## src/rtl/univ_shift_reg.sv

```systemverilog
// rtl/univ_shift_reg.sv - universal shift register with command handshake
//
// Purpose:
//   WIDTH-bit register that runs one command at a time: parallel load, clear,
//   or a multi-step shift (SHL, SHR, ROL, ROR, ASR), moving one bit position
//   per clock. It holds its value whenever no command is active.
//
// Ports:
//   clk        in   1      clock, rising edge
//   rst        in   1      synchronous, active-high reset
//   cmd_valid  in   1      command present
//   cmd_ready  out  1      command can be accepted this cycle
//   cmd_op     in   3      000 NOP, 001 LOAD, 010 SHL, 011 SHR, 100 ROL,
//                          101 ROR, 110 ASR, 111 CLR
//   cmd_amt    in   CNT_W  number of single-bit steps (shift ops only)
//   pin        in   WIDTH  parallel load data
//   sin_r      in   1      fill bit entering bit 0 on SHL
//   sin_l      in   1      fill bit entering bit WIDTH-1 on SHR
//   pout       out  WIDTH  register contents
//   sout_msb   out  1      pout[WIDTH-1]
//   sout_lsb   out  1      pout[0]
//   busy       out  1      a command is in progress (state != IDLE)
//   done       out  1      one-cycle pulse when a command completes
module univ_shift_reg #(
  parameter int WIDTH = 8,
  parameter int CNT_W = 4
) (
  input  logic             clk,
  input  logic             rst,
  input  logic             cmd_valid,
  output logic             cmd_ready,
  input  logic [2:0]       cmd_op,
  input  logic [CNT_W-1:0] cmd_amt,
  input  logic [WIDTH-1:0] pin,
  input  logic             sin_r,
  input  logic             sin_l,
  output logic [WIDTH-1:0] pout,
  output logic             sout_msb,
  output logic             sout_lsb,
  output logic             busy,
  output logic             done
);

  localparam logic [2:0] OP_NOP  = 3'b000;
  localparam logic [2:0] OP_LOAD = 3'b001;
  localparam logic [2:0] OP_SHL  = 3'b010;
  localparam logic [2:0] OP_SHR  = 3'b011;
  localparam logic [2:0] OP_ROL  = 3'b100;
  localparam logic [2:0] OP_ROR  = 3'b101;
  localparam logic [2:0] OP_ASR  = 3'b110;
  localparam logic [2:0] OP_CLR  = 3'b111;

  typedef enum logic [1:0] {
    IDLE  = 2'd0,
    SHIFT = 2'd1,
    DONE  = 2'd2
  } state_t;

  state_t           state, state_n;
  logic [WIDTH-1:0] data_q, data_n;
  logic [CNT_W-1:0] cnt, cnt_n;
  logic [2:0]       op_q, op_n;
  logic             accept;
  logic             is_shift;

  // One single-bit step of a shift op. The serial fill bits are taken live,
  // so a multi-step SHL/SHR sees whatever sin_r/sin_l is on each edge.
  function automatic logic [WIDTH-1:0] step(input logic [2:0] op,
                                            input logic [WIDTH-1:0] p,
                                            input logic fill_l,
                                            input logic fill_r);
    logic [WIDTH-1:0] r;
    r = p;
    case (op)
      OP_SHL:  r = {p[WIDTH-2:0], fill_r};
      OP_SHR:  r = {fill_l, p[WIDTH-1:1]};
      OP_ROL:  r = {p[WIDTH-2:0], p[WIDTH-1]};
      OP_ROR:  r = {p[0], p[WIDTH-1:1]};
      OP_ASR:  r = {p[WIDTH-1], p[WIDTH-1:1]};
      default: r = p;
    endcase
    return r;
  endfunction

  assign cmd_ready = (state == IDLE) && !rst;
  assign accept    = cmd_valid && cmd_ready;
  assign is_shift  = (cmd_op == OP_SHL) || (cmd_op == OP_SHR) || (cmd_op == OP_ROL) ||
                     (cmd_op == OP_ROR) || (cmd_op == OP_ASR);

  assign pout     = data_q;
  assign sout_msb = data_q[WIDTH-1];
  assign sout_lsb = data_q[0];
  assign busy     = (state != IDLE);
  assign done     = (state == DONE);

  always_comb begin
    state_n = state;
    data_n  = data_q;
    cnt_n   = cnt;
    op_n    = op_q;
    case (state)
      IDLE: begin
        if (accept) begin
          op_n    = cmd_op;
          state_n = DONE;
          if (cmd_op == OP_LOAD) begin
            data_n = pin;
          end else if (cmd_op == OP_CLR) begin
            data_n = '0;
          end else if (is_shift && (cmd_amt != '0)) begin
            // The first step happens on the accept edge itself.
            data_n = step(cmd_op, data_q, sin_l, sin_r);
            if (cmd_amt != CNT_W'(1)) begin
              cnt_n   = cmd_amt - CNT_W'(1);
              state_n = SHIFT;
            end
          end
        end
      end
      SHIFT: begin
        data_n = step(op_q, data_q, sin_l, sin_r);
        cnt_n  = cnt - CNT_W'(1);
        if (cnt == CNT_W'(1)) begin
          state_n = DONE;
        end
      end
      DONE: begin
        state_n = IDLE;
      end
      default: begin
        state_n = IDLE;
      end
    endcase
  end

  always_ff @(posedge clk) begin
    if (rst) begin
      state  <= IDLE;
      data_q <= '0;
      cnt    <= '0;
      op_q   <= OP_NOP;
    end else begin
      state  <= state_n;
      data_q <= data_n;
      cnt    <= cnt_n;
      op_q   <= op_n;
    end
  end

endmodule

```

## config.mk

```make
export PLATFORM = sky130hd
export DESIGN_NAME = univ_shift_reg
export DESIGN_NICKNAME = d
export VERILOG_FILES = /design/src/rtl/univ_shift_reg.sv
export SDC_FILE = /design/constraint.sdc
export NUM_CORES = 1
export LEC_CHECK = 0
export CAP_MARGIN = 15
export CORE_MARGIN = 2
export CORE_UTILIZATION = 54
export CTS_BUF_LIST = sky130_fd_sc_hd__clkbuf_8
export CTS_CLUSTER_DIAMETER = 120
export DETAILED_ROUTE_END_ITERATION = 10
export PLACE_DENSITY_LB_ADDON = 0.15
export SLEW_MARGIN = 10
export SYNTH_ARGS = -nofsm -noshare
export SYNTH_HDL_FRONTEND = slang
export SYNTH_SLANG_ARGS = --single-unit
```

## constraint.sdc

```tcl
create_clock -name clk -period 2.4 [get_ports clk]
set_input_delay 0.24 -clock clk [delete_from_list [all_inputs] [get_ports clk]]
set_output_delay 0.24 -clock clk [all_outputs]
set_load 0.005 [all_outputs]
```

Yosys cells after proc, flatten, opt, wreduce, memory -nomap -nowiden
Cells that the tools add are included.
- logic and storage cells: 73
- input port bits: 20
- output and inout bits: 13
- bits in registers: 17
- reductions and logical operators: 17
- equality and inequality tests: 29
- $add $sub $neg: 2
- mux-type cells: 20
- operator list (kind ; number):
    $pmux W8 S5 ; 2
    $mux W8 ; 4
    $eq A3 B3 Y1 const B ; 7
    $mux W4 ; 5
    $pmux W8 S2 ; 1
    $eq A3 B2 Y1 const B ; 4
    $mux W2 ; 6
    $ne A2 B2 Y1 const B ; 5
    $ne A4 B1 Y1 const B ; 2
    $ne A8 B1 Y1 const B ; 1
    $pmux W4 S2 ; 1
    $sub A4 B1 Y4 const B ; 2
    $ne A7 B1 Y1 const B ; 1
    $reduce_and A7 Y1 ; 1
    $ne A6 B1 Y1 const B ; 1
    $reduce_and A6 Y1 ; 1
    $ne A5 B1 Y1 const B ; 1
    $reduce_and A5 Y1 ; 1
    $eq A4 B1 Y1 const B ; 1
    $logic_or A1 B1 Y1 ; 4
    $ne A2 B1 Y1 const B ; 2
    $ne A4 B2 Y1 const B ; 1
    $pmux W2 S2 ; 1
    $reduce_and A2 Y1 ; 2
    8 further kinds ; 11

Logic depth before layout (Yosys ltp)
Gate-level depths: netlist of run 1.
- word-level depth: 11
- mapped depth: 7
- gate-level depth less buffers: 7

Least setup slack after synthesis of run 1
Ideal clock, no wire load.
- kind: input -> register
- start point: input port cmd_amt[0]
- end point: register cnt[2]
- required time: 2.283 ns
- arrival: 1.683 ns
- stages on the path: 7
- library setup time: 0.117 ns
- path buffers: 0
- path slack: 0.600 ns
- path through: inv_1 ha_1 or2_1 a221o_1 a21boi_4 o21ai_1 a32o_1
- cells in the longest elaborated chain, start to end: 7
- elaborated cells on any way between the ends: 13
- those cells by class: add/sub: 1; eq/ne: 3; mux: 6; reduce/logical: 3
- ends and longest elaborated chain (element ; RTL line ; RTL):
    start: declaration ; 33 ; input logic [CNT_W-1:0] cmd_amt,
    $sub A4 B1 Y4 ; 114 ; cnt_n = cmd_amt - CNT_W'(1);
    $mux W4 ; 113 ; if (cmd_amt != CNT_W'(1)) begin
    $mux W4 ; 110 ; end else if (is_shift && (cmd_amt != '0)) begin
    $mux W4 ; 108 ; end else if (cmd_op == OP_CLR) begin
    $mux W4 ; 106 ; if (cmd_op == OP_LOAD) begin
    $mux W4 ; 103 ; if (accept) begin
    $pmux W4 S2 ; 101 ; case (state)
    end signal: assignment ; 145 ; cnt <= cnt_n;
    end: declaration ; 61 ; logic [CNT_W-1:0] cnt, cnt_n;
Several ways; a longest one is shown, not always the timed one. The select of a mux whose other input is x is not followed.
A chain may end at the register's enable or synchronous reset.

Worst setup path after layout of run 1
Same ends and word-level chain as after synthesis.

==> results of run 1 <==
-- synth_stat cells, drive strengths merged, types with 2 or more instances --
master	n	area share, %
a21oi	26	8.0
ha	4	3.0
xor2	2	1.0
a221o	8	4.8
mux2	3	2.0
nand2	10	2.2
nand2b	15	5.6
buf	9	3.3
clkbuf	10	2.2
o2bb2ai	9	4.7
dfxtp	17	20
nor3	4	1.2
a31oi	2	0.74
a2111oi	2	1.1
o21ai	4	1.2
nor2b	5	1.9
nor2	15	3.6
inv	9	2.0
a211oi	9	4.3
a21o	2	0.89
nand3	2	0.59
xnor2	4	2.1
nand3b	9	4.0
nor3b	2	1.2
o22ai	6	2.2
mux2i	10	5.9
-- worst reg2reg max path: stages (launching register included) --
cell	delay, ns
dfxtp_1	0.74
maj3_1	0.43
o32ai_1	0.14
a211oi_1	0.30
a21oi_1	0.08
o2bb2ai_1	0.14
-- metrics by stage --
step	instances	total power, uW	setup WS [ns]	area [um^2]	hold WS, ns
after global placement	272	679	0.0964	2030	0.489
after CTS	276	910	0.285	2070	0.522
final	276	910	0.288	2070	0.515
after detailed placement	272	695	0.0218	2030	0.511
after global routing	276	960	0.210	2070	0.545
after floorplan	216	573	0.600	1680	0.418
-- power by group through the flow --
stage / Sequential (uW) / Combinational [uW] / Clock [uW]
final: 351 / 343 / 216
after detailed placement: 355 / 339 / 0
after global routing: 356 / 374 / 230
after global placement: 354 / 326 / 0
after CTS: 350 / 342 / 219
after floorplan: 329 / 243 / 0
-- sequential cells by signal, indices dropped and copies added (netlist names) --
register,flops
op_q,3
cnt,4
pout,8
state,2
-- final cells by class --
class / count / area [um^2]
Tap cell: 33 / 41.3
Clock inverter: 1 / 3.75
Inverter: 9 / 33.8
Fill cell: 259 / 931
Sequential cell: 17 / 340
Timing Repair Buffer: 42 / 395
Clock buffer: 3 / 41.3
Multi-Input combinational cell: 171 / 1220
-- kinds of logic (layout without fill, tap and decap cells) --
family          Yosys count  count (layout)  synth area share (%)
xor+xnor                  6               6                  3.12
simple gates             67              67                  22.5
compound gates           80              80                  35.1
flops                    17              17                  20.2
buf+inv                  28              55                  7.51
fa+ha+maj                 5               5                  3.57
mux                      13              13                  7.96
-- metal layers --
metal  GRT usage (%)  wire length, um  vias up
met5               0                0        -
met4            16.8              132        0
met3            5.19              208       17
met2            48.4             2380       68
met1            30.3             1890      839
li1                -                -      859
-- worst min path at each step --
stage	startpoint	end	slack, ns	depth (start not counted)
after floorplan	rst	pout[7]$_SDFFE_PP0P_	0.42	2
after CTS	cnt[1]$_SDFFE_PP0P_	cnt[1]$_SDFFE_PP0P_	0.52	2
final	cnt[1]$_SDFFE_PP0P_	cnt[1]$_SDFFE_PP0P_	0.51	2
after global placement	cnt[1]$_SDFFE_PP0P_	cnt[1]$_SDFFE_PP0P_	0.49	2
after global routing	cnt[1]$_SDFFE_PP0P_	cnt[1]$_SDFFE_PP0P_	0.55	2
after detailed placement	cnt[1]$_SDFFE_PP0P_	cnt[1]$_SDFFE_PP0P_	0.51	2
==> reports/metrics.cfg, run 1 <==
[global_route]
grt_max_degree = 20
grt_overflow = 0
antenna_found_initial = 0
grt_first_pass_wirelength_um = 7590
grt.total_usage_pct = 27.6
grt_pass1_vias = 1774

[power]
powerDensity_nw_per_um2 = 439
p_comb_share_pct = 37.7
p_switching_uw = 317
p_int_uw = 593
clkPwrFrac_pct = 23.7
ir_worst_vdd_mv = 0.303
p_leak_uw = 0.000739
seqPwrFrac_pct = 38.6
swShare_pct = 34.9

[critical_path]
setup.worst_path.end_class = flop
reg2reg_from = op_q[2]$_SDFFE_PP0P_
crit_required_ns = 2.55
crit_family = compound AO/OA/AOI/OAI gates
worstReg2RegEnd = pout[4]$_SDFFE_PP0P_
cp_data_arrival_time_ns = 2.26
crit_path_top_delay_cell = clkdlybuf4s50_1
worstPathCellList = clkdlybuf4s50_1, inv_1, ha_1, or2_1, a221o_1, a21boi_4, o21ai_1, a32o_1
worstSetupEndpoint = cnt[2]$_SDFFE_PP0P_
crit_start = cmd_amt[0]
worst-path-stages = 8
rr_worst_depth = 5
critical_path.max_stage_delay_ns = 0.50
startpoint_type = input port
critical_path_buf_inv_count = 2
cp_max_fo = 5
reg2reg_slack_ns = 0.51
path_class = in2reg

[cts]
post_cts_buffers = 0
cts_sinks = 17
cts_hold_buf = 0
cts_resized = 0
cts_made_buffers = 3
insertion_delay_ns = 0.25
clk_pin_slew_ns = 0.07
cts_buffer_depth = 2
cts_tree = done
cts.htree.levels = 1
cts-root-buf = clkbuf_8

[cells_and_area]
layout_common_cells = clkdlybuf4s50_1, a21oi_1, dfxtp_1
final_common_cell = clkdlybuf4s50_1
n_antenna_cell = 0
fin_util_pct = 69.0
drive_above_1_share_pct = 9.47
nets = 268
syn_to_final_growth_pct = 23.1

[yosys]
synthDistinctLibCells = 55
ys_ff_latch = 17
syn_area_um2 = 1680
yosys_warnings = 0
synth_seq_area_share_pct = 20.2
syn_area_per_cell_um2 = 7.79
ys.flop_type = dfxtp_1
postSynth.asyncResetShare_pct = 0
synthesis.nets = 240
synthCells = 216
synth-edff-count = 0

[timing]
slew_violations = 0
hold_viol = 0
totalNegativeSetupSlack_ns = 0
tightest_slew_ns = 0.652
setup_violations = 0
fin_worst_skew_ns = 0.00251
relSlewSlack_pct = 56.5
max_freq_mhz = 474
rsz0062_at_grt = false
min_period_ns = 2.11
period_share_pct = 88.0

[floorplanning]
initial_core_util_pct = 56.0
rows = 20
core_area_um2 = 3000
dieArea_um2 = 3580
io_pins = 33
fp.dieH_um = 59.8
fp.dieW_um = 59.8

[routing]
drc_errors = 0
vias = 1783
wl_per_cell_um = 16.7
drt_iter0_drc = 143
first_pass_iters = 4
detail_route.wirelength_um = 4610
ant_nets = 0
viasPerCell = 6.46

[flow_run]
drv_cap = 0

[place]
gp_congestion = 0.869
dpl.hpwl_um = 3360
port_buffers = 32

[worst_hold_path]
hold_path_class = reg2reg

[run_status]
status = completed

Note: power is estimated with default switching activity, not from simulation.
==> inputs of run 2 (changes only) <==
--- a/config.mk
+++ b/config.mk
@@ -5,9 +5,10 @@
 export SDC_FILE = /design/constraint.sdc
 export NUM_CORES = 1
 export LEC_CHECK = 0
+export ABC_AREA = 1
 export CAP_MARGIN = 15
 export CORE_MARGIN = 2
-export CORE_UTILIZATION = 54
+export CORE_UTILIZATION = 53
 export CTS_BUF_LIST = sky130_fd_sc_hd__clkbuf_8
 export CTS_CLUSTER_DIAMETER = 120
 export DETAILED_ROUTE_END_ITERATION = 10
==> run 2 against run 1 <==
Compared with the run above: sequential share of layout area increased by 1.9 points; critical path type unchanged; largest cell class unchanged; maximum frequency increased by 16%; count of clock-buffer cells in the layout unchanged; first-iteration DRC count decreased by 57%; clock skew decreased by 0.0013 ns.
==> reports/metrics.cfg, run 2 <==
[run_status]
status = completed

[yosys]
synth_top_cells_by_count = nand2_1, inv_1, nand3_1
synthesis.nets = 269  ; +12%
synthAdderAreaFrac_pct = 3.23  ; -0.34 points
synth-xor-area-share_pct = 1.13  ; -2.0 points
syn_area_um2 = 1550  ; -7.9%
synth_top_family_by_area = simple AND/OR/NAND/NOR gates
yosys_warnings = 0  ; unchanged
ys.flop_type = dfxtp_1
synth_seq_area_share_pct = 22.0  ; +1.7 points
yosysTopAreaCell = dfxtp_1
synth.most_common_cell = nand2_1
synthCells = 245  ; +13%
synth_mux_area_share_pct = 0.646  ; -7.3 points
synth-edff-count = 0  ; unchanged
syn_area_per_cell_um2 = 6.33  ; -19%
synth_simple_gate_area_share_pct = 38.7  ; +16 points
postSynth.asyncResetShare_pct = 0  ; unchanged
ys_ff_latch = 17  ; unchanged
synth_compound_area_share_pct = 19.3  ; -16 points
synthDistinctLibCells = 33  ; -40%
synthTopCellsByArea = dfxtp_1, nand2_1, nand3_1
synth_top_area_share_pct = 22.0  ; +1.7 points

[cells_and_area]
syn_to_final_growth_pct = 20.0
n_antenna_cell = 0  ; unchanged
finalNonFillerCells = 301  ; +9.1%
drive_above_1_share_pct = 10.4  ; +0.91 points
layout_common_cells = nand2_1, clkdlybuf4s50_1, inv_1
final_common_cell = nand2_1
nets = 295  ; +10%
largest_reg_flops = 8  ; unchanged

[floorplanning]
rows = 19  ; -5.0%
fp.dieH_um = 58.1  ; -2.9%
fp.dieW_um = 58.1  ; -2.9%
dieArea_um2 = 3370  ; -5.7%
io_pins = 33  ; unchanged
initial_core_util_pct = 56.2  ; +0.17 points
core_area_um2 = 2760  ; -8.2%

[routing]
viasPerCell = 5.44  ; -16%
wl_per_cell_um = 12.5  ; -25%
ant_nets = 0  ; unchanged
vias = 1637  ; -8.2%
drc_errors = 0  ; unchanged
detail_route.wirelength_um = 3770  ; -18%
first_pass_iters = 4  ; unchanged
drt_iter0_drc = 62  ; -57%

[cts]
cts-root-buf = clkbuf_8
cts_made_buffers = 3  ; unchanged
post_cts_buffers = 0  ; unchanged
cts_hold_buf = 0  ; unchanged
cts_tree = done
insertion_delay_ns = 0.26  ; about the same
clk_pin_slew_ns = 0.07  ; about the same
cts_resized = 0  ; unchanged
cts_buffer_depth = 2  ; unchanged
cts.htree.levels = 1  ; unchanged
cts_sinks = 17  ; unchanged

[place]
dpl.hpwl_um = 2850  ; -15%
dpl.cell_count = 297  ; +9.2%
gp_congestion = 0.947  ; +9.0%
port_buffers = 32  ; unchanged

[global_route]
grt.total_usage_pct = 24.0  ; -3.6 points
grt_overflow = 0  ; unchanged
grt_pass1_vias = 1382  ; -22%
grt_max_degree = 24  ; +20%
grt_first_pass_wirelength_um = 6180  ; -19%
antenna_found_initial = 0  ; unchanged

[power]
powerDensity_nw_per_um2 = 587  ; +34%
p_leak_uw = 0.000848  ; +15%
ir_worst_vdd_mv = 0.508  ; +67%

[flow_run]
drv_cap = 0  ; unchanged

[critical_path]
crit_required_ns = 2.60  ; +0.05 ns
crit_family = simple AND/OR/NAND/NOR gates
critical_path_buf_inv_count = 2  ; unchanged
cp_max_fo = 11  ; +6
crit_path_top_delay_cell = clkdlybuf4s50_1
cp_data_arrival_time_ns = 2.02  ; -0.24 ns
startpoint_type = input port
worstPathCellList = clkdlybuf4s50_1, inv_2, nand2_4, nand3_2, nand3_2, nand3_4, nor2_1, nand2_1, a21oi_2
critical_path.max_stage_delay_ns = 0.70  ; +0.20 ns
path_class = in2reg
setup.worst_path.end_class = flop
cpMostUsedCell = nand3_2

[timing]
rsz0062_at_grt = false
period_share_pct = 75.7  ; -12 points
setup_violations = 0  ; unchanged
max_freq_mhz = 550  ; +16%
holdWs_ns = 0.489  ; -0.0254 ns
relSlewSlack_pct = 70.9  ; +14 points
fin_worst_skew_ns = 0.00125  ; -0.00126 ns
tightest_slew_ns = 0.435  ; -0.218 ns
totalNegativeSetupSlack_ns = 0  ; unchanged
hold_viol = 0  ; unchanged
min_period_ns = 1.82  ; -0.295 ns
slew_violations = 0  ; unchanged

[worst_hold_path]
hold_path_class = reg2reg

[run 2: changes by cell type after synthesis, sizes merged, moves of 9 or more]
| cell | before | now |
|---|---|---|
| o21ai | 4 | 17 |
| mux2i | 10 | 1 |
| nand3b | 9 | 0 |
| nand2 | 10 | 67 |
| inv | 9 | 32 |
| o2bb2ai | 9 | 0 |
| nand2b | 15 | 0 |
| nand3 | 2 | 29 |
[run 2: worst register-to-register path, delay by kind of cell, from the launching register on]
family	cells	cell delay, ns
and+or+nand+nor	5	0.86
AOI/OAI and AO/OA	2	0.27
DFF	1	0.39
buffers and inverters	1	0.07
[run 2: layout make-up]
cell class                 count  area (um^2)
multi-input combinational    183          977
fill                         252          897
sequential                    17          340
timing repair buffer          33          328
inverter                      33          130
clock buffer                   3         41.3
tap                           31         38.8
clock inverter                 1         5.00
[run 2: kinds of logic after synthesis]
logic type | Yosys count
AOI/OAI and AO/OA | 50
xor gates and xnor gates | 2
adders and majority gates | 4
buffers and inverters | 45
DFF | 17
muxes | 1
and+or+nand+nor | 126
[run 2: power by group]
group | internal, uW | leakage [uW] | total (uW) | switching [uW]
Sequential | 323 | 0.000139 | 370 | 46.8
Combinational | 210 | 0.000683 | 495 | 284
Clock | 116 | 0.0000255 | 227 | 111
[run 2: layer usage]
layer	global-route usage (%)	wire [um]
met1	34.7	1810
met2	34.9	1610
met3	3.57	293
met4	11.0	48
met5	0	0
[run 2: worst paths after layout]
check,startpoint,to,slack [ns],depth (start not counted)
worst max-delay path,cmd_op[1],pout[0]$_SDFFE_PP0P_,0.58,9
worst min-delay path,cnt[3]$_SDFFE_PP0P_,cnt[3]$_SDFFE_PP0P_,0.49,2
worst max register to register,state[1]$_SDFFE_PP0P_,pout[0]$_SDFFE_PP0P_,0.75,8
worst min register to register,cnt[3]$_SDFFE_PP0P_,cnt[3]$_SDFFE_PP0P_,0.49,2
[run 2: through the flow]
stage                     power (uW)  util, %  worst slack (ns)  area [um^2]
final                           1090     67.5             0.583         1860
after global routing            1170     67.5             0.396         1860
after CTS                       1090     67.5             0.586         1860
after detailed placement         866     65.8             0.321         1810
after global placement           858     65.8             0.359         1810
after floorplan                  720        -              1.15         1550
